$ cat config.mk
export PLATFORM = sky130hd
export DESIGN_NAME = bcd_to_bin_seq
export DESIGN_NICKNAME = d
export VERILOG_FILES = /design/src/rtl/bcd_to_bin_seq.sv
export SDC_FILE = /design/constraint.sdc
export NUM_CORES = 1
export LEC_CHECK = 0
export BUFFER_PORTS_ARGS = -buffer_cell sky130_fd_sc_hd__buf_4
export CAP_MARGIN = 25
export CORE_UTILIZATION = 40
export DETAILED_ROUTE_END_ITERATION = 10
export REMOVE_ABC_BUFFERS = 1
export SYNTH_ARGS = -nofsm -noshare
export SYNTH_HDL_FRONTEND = slang
export SYNTH_SLANG_ARGS = --single-unit
$ cat constraint.sdc
create_clock -name clk -period 1.2 [get_ports clk]
set_input_delay 0.18 -clock clk [delete_from_list [all_inputs] [get_ports clk]]
set_output_delay 0.18 -clock clk [all_outputs]
set_load 0.05 [all_outputs]
$ cat src/rtl/bcd_to_bin_seq.sv
// ---------------------------------------------------------------------------
// bcd_to_bin_seq
//
// Sequential 5-digit BCD to 16-bit binary converter (reverse double-dabble).
// One shift/correct iteration per clock; 17 iterations per conversion, so a
// result appears 17 cycles after the start is accepted.
//
// Ports:
//   clk      in   1   system clock, rising edge
//   rst_n    in   1   asynchronous active-low reset
//   start    in   1   request a conversion; only sampled while idle
//   bcd_in   in  20   packed BCD, digit 4 in [19:16] ... digit 0 in [3:0]
//   bin_out  out 16   converted value, held until the next completion
//   done     out  1   one-cycle pulse when bin_out/ovf/invalid update
//   busy     out  1   conversion in progress
//   ovf      out  1   last value exceeded 65535 (bin_out saturated)
//   invalid  out  1   last input had a digit > 9 (bin_out forced to 0)
// ---------------------------------------------------------------------------
module bcd_to_bin_seq (
    input  logic        clk,
    input  logic        rst_n,
    input  logic        start,
    input  logic [19:0] bcd_in,
    output logic [15:0] bin_out,
    output logic        done,
    output logic        busy,
    output logic        ovf,
    output logic        invalid
);

    typedef enum logic {
        IDLE = 1'b0,
        CONV = 1'b1
    } state_t;

    localparam int unsigned NDIG     = 5;
    localparam int unsigned BIN_W    = 17;   // one spare bit to catch > 65535
    localparam int unsigned WORK_W   = 4 * NDIG + BIN_W;
    localparam logic [4:0]  LAST_IT  = 5'd16;

    state_t              state_q, state_d;
    logic [4:0]          cnt_q, cnt_d;
    logic [WORK_W-1:0]   work_q, work_d;
    logic                inv_q, inv_d;       // invalid flag of the input in flight
    logic [15:0]         bin_out_q, bin_out_d;
    logic                done_q, done_d;
    logic                ovf_q, ovf_d;
    logic                invalid_q, invalid_d;

    logic [WORK_W-1:0]   shifted;
    logic [WORK_W-1:0]   corrected;
    logic                in_invalid;

    // Any nibble of the incoming word above 9 makes the whole input invalid.
    function automatic logic has_bad_digit(input logic [19:0] bcd);
        logic bad;
        bad = 1'b0;
        for (int i = 0; i < NDIG; i++) begin
            if (bcd[4*i +: 4] > 4'd9) bad = 1'b1;
        end
        return bad;
    endfunction

    assign in_invalid = has_bad_digit(bcd_in);

    // One reverse double-dabble step: shift the whole word right, then pull
    // each BCD nibble that now holds a shifted-in half-ten back by 3.
    // Correction is mod-16 per nibble; no borrow crosses nibble boundaries.
    always_comb begin
        shifted   = {1'b0, work_q[WORK_W-1:1]};
        corrected = shifted;
        for (int i = 0; i < NDIG; i++) begin
            if (shifted[BIN_W + 4*i +: 4] >= 4'd8) begin
                corrected[BIN_W + 4*i +: 4] = shifted[BIN_W + 4*i +: 4] - 4'd3;
            end
        end
    end

    // NOTE: every signal written here gets a default first so that no path
    // leaves it unassigned, which would otherwise infer a latch.
    always_comb begin
        state_d   = state_q;
        cnt_d     = cnt_q;
        work_d    = work_q;
        inv_d     = inv_q;
        bin_out_d = bin_out_q;
        ovf_d     = ovf_q;
        invalid_d = invalid_q;
        done_d    = 1'b0;

        unique case (state_q)
            IDLE: begin
                if (start) begin
                    work_d  = {bcd_in, {BIN_W{1'b0}}};
                    cnt_d   = 5'd0;
                    inv_d   = in_invalid;
                    state_d = CONV;
                end
            end
            CONV: begin
                work_d = corrected;
                cnt_d  = cnt_q + 5'd1;
                if (cnt_q == LAST_IT) begin
                    state_d = IDLE;
                    done_d  = 1'b1;
                    // Invalid input still runs the full latency; its result
                    // is discarded here.
                    if (inv_q) begin
                        bin_out_d = 16'h0000;
                        invalid_d = 1'b1;
                        ovf_d     = 1'b0;
                    end else if (corrected[BIN_W-1]) begin
                        bin_out_d = 16'hFFFF;
                        invalid_d = 1'b0;
                        ovf_d     = 1'b1;
                    end else begin
                        bin_out_d = corrected[15:0];
                        invalid_d = 1'b0;
                        ovf_d     = 1'b0;
                    end
                end
            end
            default: state_d = IDLE;
        endcase
    end

    // NOTE: sequential state uses non-blocking assignments so every register
    // samples the pre-edge values, independent of statement order.
    always_ff @(posedge clk or negedge rst_n) begin
        if (!rst_n) begin
            state_q   <= IDLE;
            cnt_q     <= 5'd0;
            work_q    <= '0;
            inv_q     <= 1'b0;
            bin_out_q <= 16'h0000;
            done_q    <= 1'b0;
            ovf_q     <= 1'b0;
            invalid_q <= 1'b0;
        end else begin
            state_q   <= state_d;
            cnt_q     <= cnt_d;
            work_q    <= work_d;
            inv_q     <= inv_d;
            bin_out_q <= bin_out_d;
            done_q    <= done_d;
            ovf_q     <= ovf_d;
            invalid_q <= invalid_d;
        end
    end

    assign bin_out = bin_out_q;
    assign done    = done_q;
    assign busy    = (state_q == CONV);
    assign ovf     = ovf_q;
    assign invalid = invalid_q;

endmodule
== Yosys cells after proc, flatten, opt, wreduce, memory -nomap -nowiden ==
Index checks and enable logic that the tools add are counted.

* Bits in registers: 63
* Bits of input ports: 23
* Output and inout bits: 20
* Word-level logic and storage cells: 50

* $add $sub $neg: 5
* $lt $le $gt $ge: 9
* Eq/ne operators: 2
* Mux-type cells: 23
* Bitwise gates (word level): 1
* Reduce and logical (&&, ||, !) cells: 2

{| class="wikitable"
|+ Operator list
! kind !! count
|-
| 37-bit case mux with 2 select lines || 1
|-
| 37-bit two-way mux || 1
|-
| 16-bit two-way mux || 2
|-
| 4-bit > comparator, second input constant || 5
|-
| 4-bit >= comparator, second input constant || 4
|-
| 4-bit two-way mux || 4
|-
| 4-bit by 2-bit subtractor with 4-bit output, second input constant || 4
|-
| 1-bit two-way mux || 12
|-
| 5-bit case mux with 2 select lines || 1
|-
| 5-bit by 1-bit adder with 5-bit output, second input constant || 1
|-
| 5-bit equality test, second input constant || 1
|-
| 5-bit two-way mux || 1
|-
| 2-bit AND reduction || 2
|-
| 2-bit != test, second input constant || 1
|-
| 1-bit case mux with 2 select lines || 1
|-
| 1-bit NOT || 1
|}

== Longest topological paths before layout ==
* Depth in word-level cells: 6
* Depth in mapped cells: 5

== Worst setup path after synthesis ==
No wires, ideal clock.

* Kind: reg2reg
* Start point: reg state_q, in the netlist busy
* End point: reg bin_out_q[0], in the netlist bin_out[0]
* Setup time: 0.125 ns
* Data arrival time: 1.315 ns
* Setup slack: -0.240 ns
* Stages on the path, launching flop included: 4
* Period minus slack after synthesis: 1.440 ns
* Cell sequence: dfrtp_1 -> nand4_2 -> buf_6 -> mux2_4

* Cells in the longest elaborated chain, start to end: 1

{| class="wikitable"
|+ Ends and longest elaborated chain
! item !! line !! RTL
|-
| start, declared || 41 || <nowiki>state_t state_q, state_d;</nowiki>
|-
| start signal, assigned || 140 || <nowiki>state_q <= state_d;</nowiki>
|-
| 2-bit AND reduction (no line) || - ||
|-
| end signal, assigned || 144 || <nowiki>bin_out_q <= bin_out_d;</nowiki>
|-
| end, declared || 45 || <nowiki>logic [15:0] bin_out_q, bin_out_d;</nowiki>
|}

Every way passes these cells.
A chain may end at the register's enable or synchronous reset.

== Final worst setup path ==
* Start point: reg cnt_q[1]
* End point: reg bin_out_q[4], in the netlist bin_out[4]

* Cells in the longest elaborated chain, start to end: 2

{| class="wikitable"
|+ Ends and longest elaborated chain
! item !! line !! RTL
|-
| start, declared || 42 || <nowiki>logic [4:0] cnt_q, cnt_d;</nowiki>
|-
| start signal, assigned || 141 || <nowiki>cnt_q <= cnt_d;</nowiki>
|-
| 5-bit equality test || 103 || <nowiki>if (cnt_q == LAST_IT) begin</nowiki>
|-
| 2-bit AND reduction (no line) || - ||
|}

Every way passes these cells.

==> key figures <==
Status
  • Status: finished, violations left
  • Failing checks: negative setup slack

Drt
  • Avg WL per Cell: 13.49 um
  • Vias: 2345
  • DR DRC count: 0
  • Detail Route Antenna Nets: 0
  • Final wirelength: 6.554 mm
  • Iteration-0 DRC Markers: between 80 and 90
  • First-pass detailed-route iteration total: 4
  • Vias/cell: around 4.8

Global route
  • Congestion Overflow GR: 0
  • Initial antenna violation count: 0
  • Global-route wire length before repair: 10.23 mm
  • Largest net degree at the start of global routing: 48
  • Total GRT Usage: 15.70%
  • Vias in the first global route: 2134

Layout
  • Antenna Cells: 0
  • Most frequent cells in the layout: buf_4, dfrtp_1, nor2_1
  • Area growth from synthesis to layout: 32.64%
  • Fill count: 683
  • End-of-flow core utilization: 54.68%
  • Fin area: about 4200 sq um
  • Most common cell after layout, fill and taps aside: buf_4
  • Layout cells sized above 1: around a third
  • Final nets: 412
  • Fin cells: 486

Setup path
  • Worst Path Max Fanout: 8
  • Critical path class: reg2reg
  • Reg2reg path depth: 5
  • Setup crit end kind: register
  • Startpoint class of the critical path: register
  • Critical path, cell by cell: inv_2 -> ha_4 -> nand4_4 -> clkbuf_16 -> mux2_4
  • Worst path max stage delay: 0.39 ns
  • Crit-path leading delay family: flip-flops
  • CP max-delay cell: dfrtp_1
  • Critical Path AT: 1.60 ns
  • CP required: ~1.4 ns
  • WP depth: 5
  • WP buf/inv: 2

STA
  • Fmax: 732.5 MHz
  • RSZ-0062 raised after global routing: yes
  • Endpoints failing setup: 23
  • Tmin final: around 1.4 ns
  • Slew Viols, Final: 0
  • WHS: 0.09010 ns
  • Final Hold Fails: 0
  • Final setup margin: -0.1651 ns
  • Slew of the pin with the lowest slew margin: 0.2708 ns
  • Worst relative slew slack: just over 80%
  • Clk_skew: 0.006702 ns
  • Final period utilization: 113.8%

Synth
  • Flops & latches, synth: 62
  • Sequential share of the synthesized area: 48.70%
  • EDFF count, synth: 0
  • Synth Warn #: 0
  • Ys async rst share: 100.0%
  • Post-synth cell types: 31
  • Synth Cell Area: 3186 sq um
  • Ys flop type: dfrtp_1
  • Synth Area per Inst: 10.31 sq um
  • Post-Syn Instances: 309

Placement
  • Port Buffer Count: 42
  • Final GP Congestion: slightly below 0.8
  • Final HPWL DP: 4.010 mm
  • Cells after DPL: 453
  • Dpl cell area: 3736 sq um

Pwr
  • Worst VDD drop: 1.090 mV
  • Reg power frac: about 35%
  • P_leak: around 0.0021 uW
  • Net Switching: 4231 uW
  • Total chip power: 10850 uW
  • Pint: 6617 uW
  • Combinational share of power: 46.8%
  • Pwr dens: ~2600 nW/um^2
  • Switching portion of total power: 39.00%
  • Clock share of power: a little under a fifth

CTS
  • Htree depth: 3
  • Clock Tree Buf Depth: 2
  • Clock transition at path regs: about 0.070 ns
  • Clock latency on the worst-skew pair: roughly 0.35 ns
  • CTS Sinks: 62
  • TritonCTS clock tree: built
  • TritonCTS Buffers: 9
  • Root buf cell: clkbuf_8

Die
  • Die height: 91.24 um
  • Io pins: 43
  • DIE WIDTH: 91.24 um
  • Core area: 7727 sq um
  • Die area: 8325 sq um
  • Initial Util: 41.22%
  • FP Rows: 32

Run
  • # Max-Cap Violations: 0

Worst hold path
  • Hold Path Depth: 3
  • Min-Delay Path Class: in2reg
-- power groups by stage --
stage	sequential [uW]	combinational (uW)	clock, uW
6_report	3750	5080	2020
5_1_grt	3890	5550	2130
4_1_cts	3740	4690	2070
3_5_place_dp	3770	4530	0
3_3_place_gp	3750	4440	0
2_1_floorplan	4690	2040	0
-- final timing paths --
| kind | startpoint | to | slack, ns |
|---|---|---|---|
| min in group asynchronous | rst_n | bin_out[2] | 0.23 |
| setup / recovery | cnt_q[1] | bin_out[4] | -0.17 |
| setup reg to reg | cnt_q[1] | bin_out[4] | -0.17 |
| max in group asynchronous | rst_n | work_q[30] | 0.43 |
| hold / removal | bcd_in[19] | work_q[36] | 0.09 |
| hold reg to reg | work_q[12] | work_q[11] | 0.51 |
-- state kept, by name, indices dropped and copies added (netlist names) --
register,count
done,1
cnt_q,5
invalid,1
inv_q,1
busy,1
ovf,1
bin_out,16
work_q,36
-- layout make-up --
cell class                 instances  area, sq um  share of cell area (%)
sequential                        62         1554                   36.78
timing repair buffer              79        750.7                   17.77
multi-input combinational        216         1538                   36.39
clock inverter                     6        86.33                   2.043
inverter                          11        41.29                  0.9772
tap                              102        127.6                   3.020
clock buffer                      10        127.6                   3.020
-- worst register-to-register path: stages (launching register included) --
cell	delay [ns]
dfrtp_1	0.39
inv_2	0.08
ha_4	0.14
nand4_4	0.13
clkbuf_16	0.22
mux2_4	0.29
-- repair_timing --
item,in CTS,in global routing
endpoints found under the hold margin,62,0
pin swaps,0,4
cloned,0,3
resized for setup,11,18
hold buffers,1,0
setup endpoints to repair,21,31
setup buffers,2,11
-- cells by family after synthesis --
family / share of synthesized area [%]
AND/OR/NAND/NOR: 15.20
flip-flops: 48.70
AO/OA/AOI/OAI: 10.61
multiplexers: 13.51
buffers and inverters: 5.027
XOR/XNOR: 3.024
adder cells (fa/ha/maj): 3.928
-- synth_stat cells (2+ instances only) --
cell type / number / share of area [%]
nand2b_1: 16 / 3.1
inv_1: 11 / 1.3
mux2_4: 18 / 8.5
mux2i_1: 16 / 5.0
nor2b_1: 13 / 2.6
a21o_1: 2 / 0.47
nand3_1: 4 / 0.63
o22ai_1: 4 / 0.79
nand2_1: 29 / 3.4
xnor2_1: 6 / 1.6
xor2_1: 5 / 1.4
buf_2: 11 / 1.7
dfrtp_1: 62 / 49
ha_1: 10 / 3.9
nor2_1: 34 / 4.0
o21ai_0: 29 / 4.6
a211oi_1: 8 / 1.9
clkbuf_1: 4 / 0.47
buf_4: 2 / 0.47
a21oi_1: 12 / 1.9
buf_6: 3 / 1.1
-- layer usage --
| metal | part of all wire [%] | global-route usage [%] | wire, um |
|---|---|---|---|
| met5 | 0 | 0 | 0 |
| met4 | 1.7 | 6.746 | 114 |
| met3 | 4.3 | 4.439 | 282 |
| met2 | 47 | 25.25 | 3099 |
| met1 | 47 | 19.75 | 3057 |
-- stage by stage --
step	setup TNS, ns	worst slack [ns]
floorplan	-83.27	-2.268
global placement	-2.353	-0.1351
detailed placement	-2.637	-0.1567
CTS	-2.067	-0.1230
global route	-3.897	-0.1991
finish	-2.922	-0.1651
No activity file was read; power rests on OpenSTA's default activity.
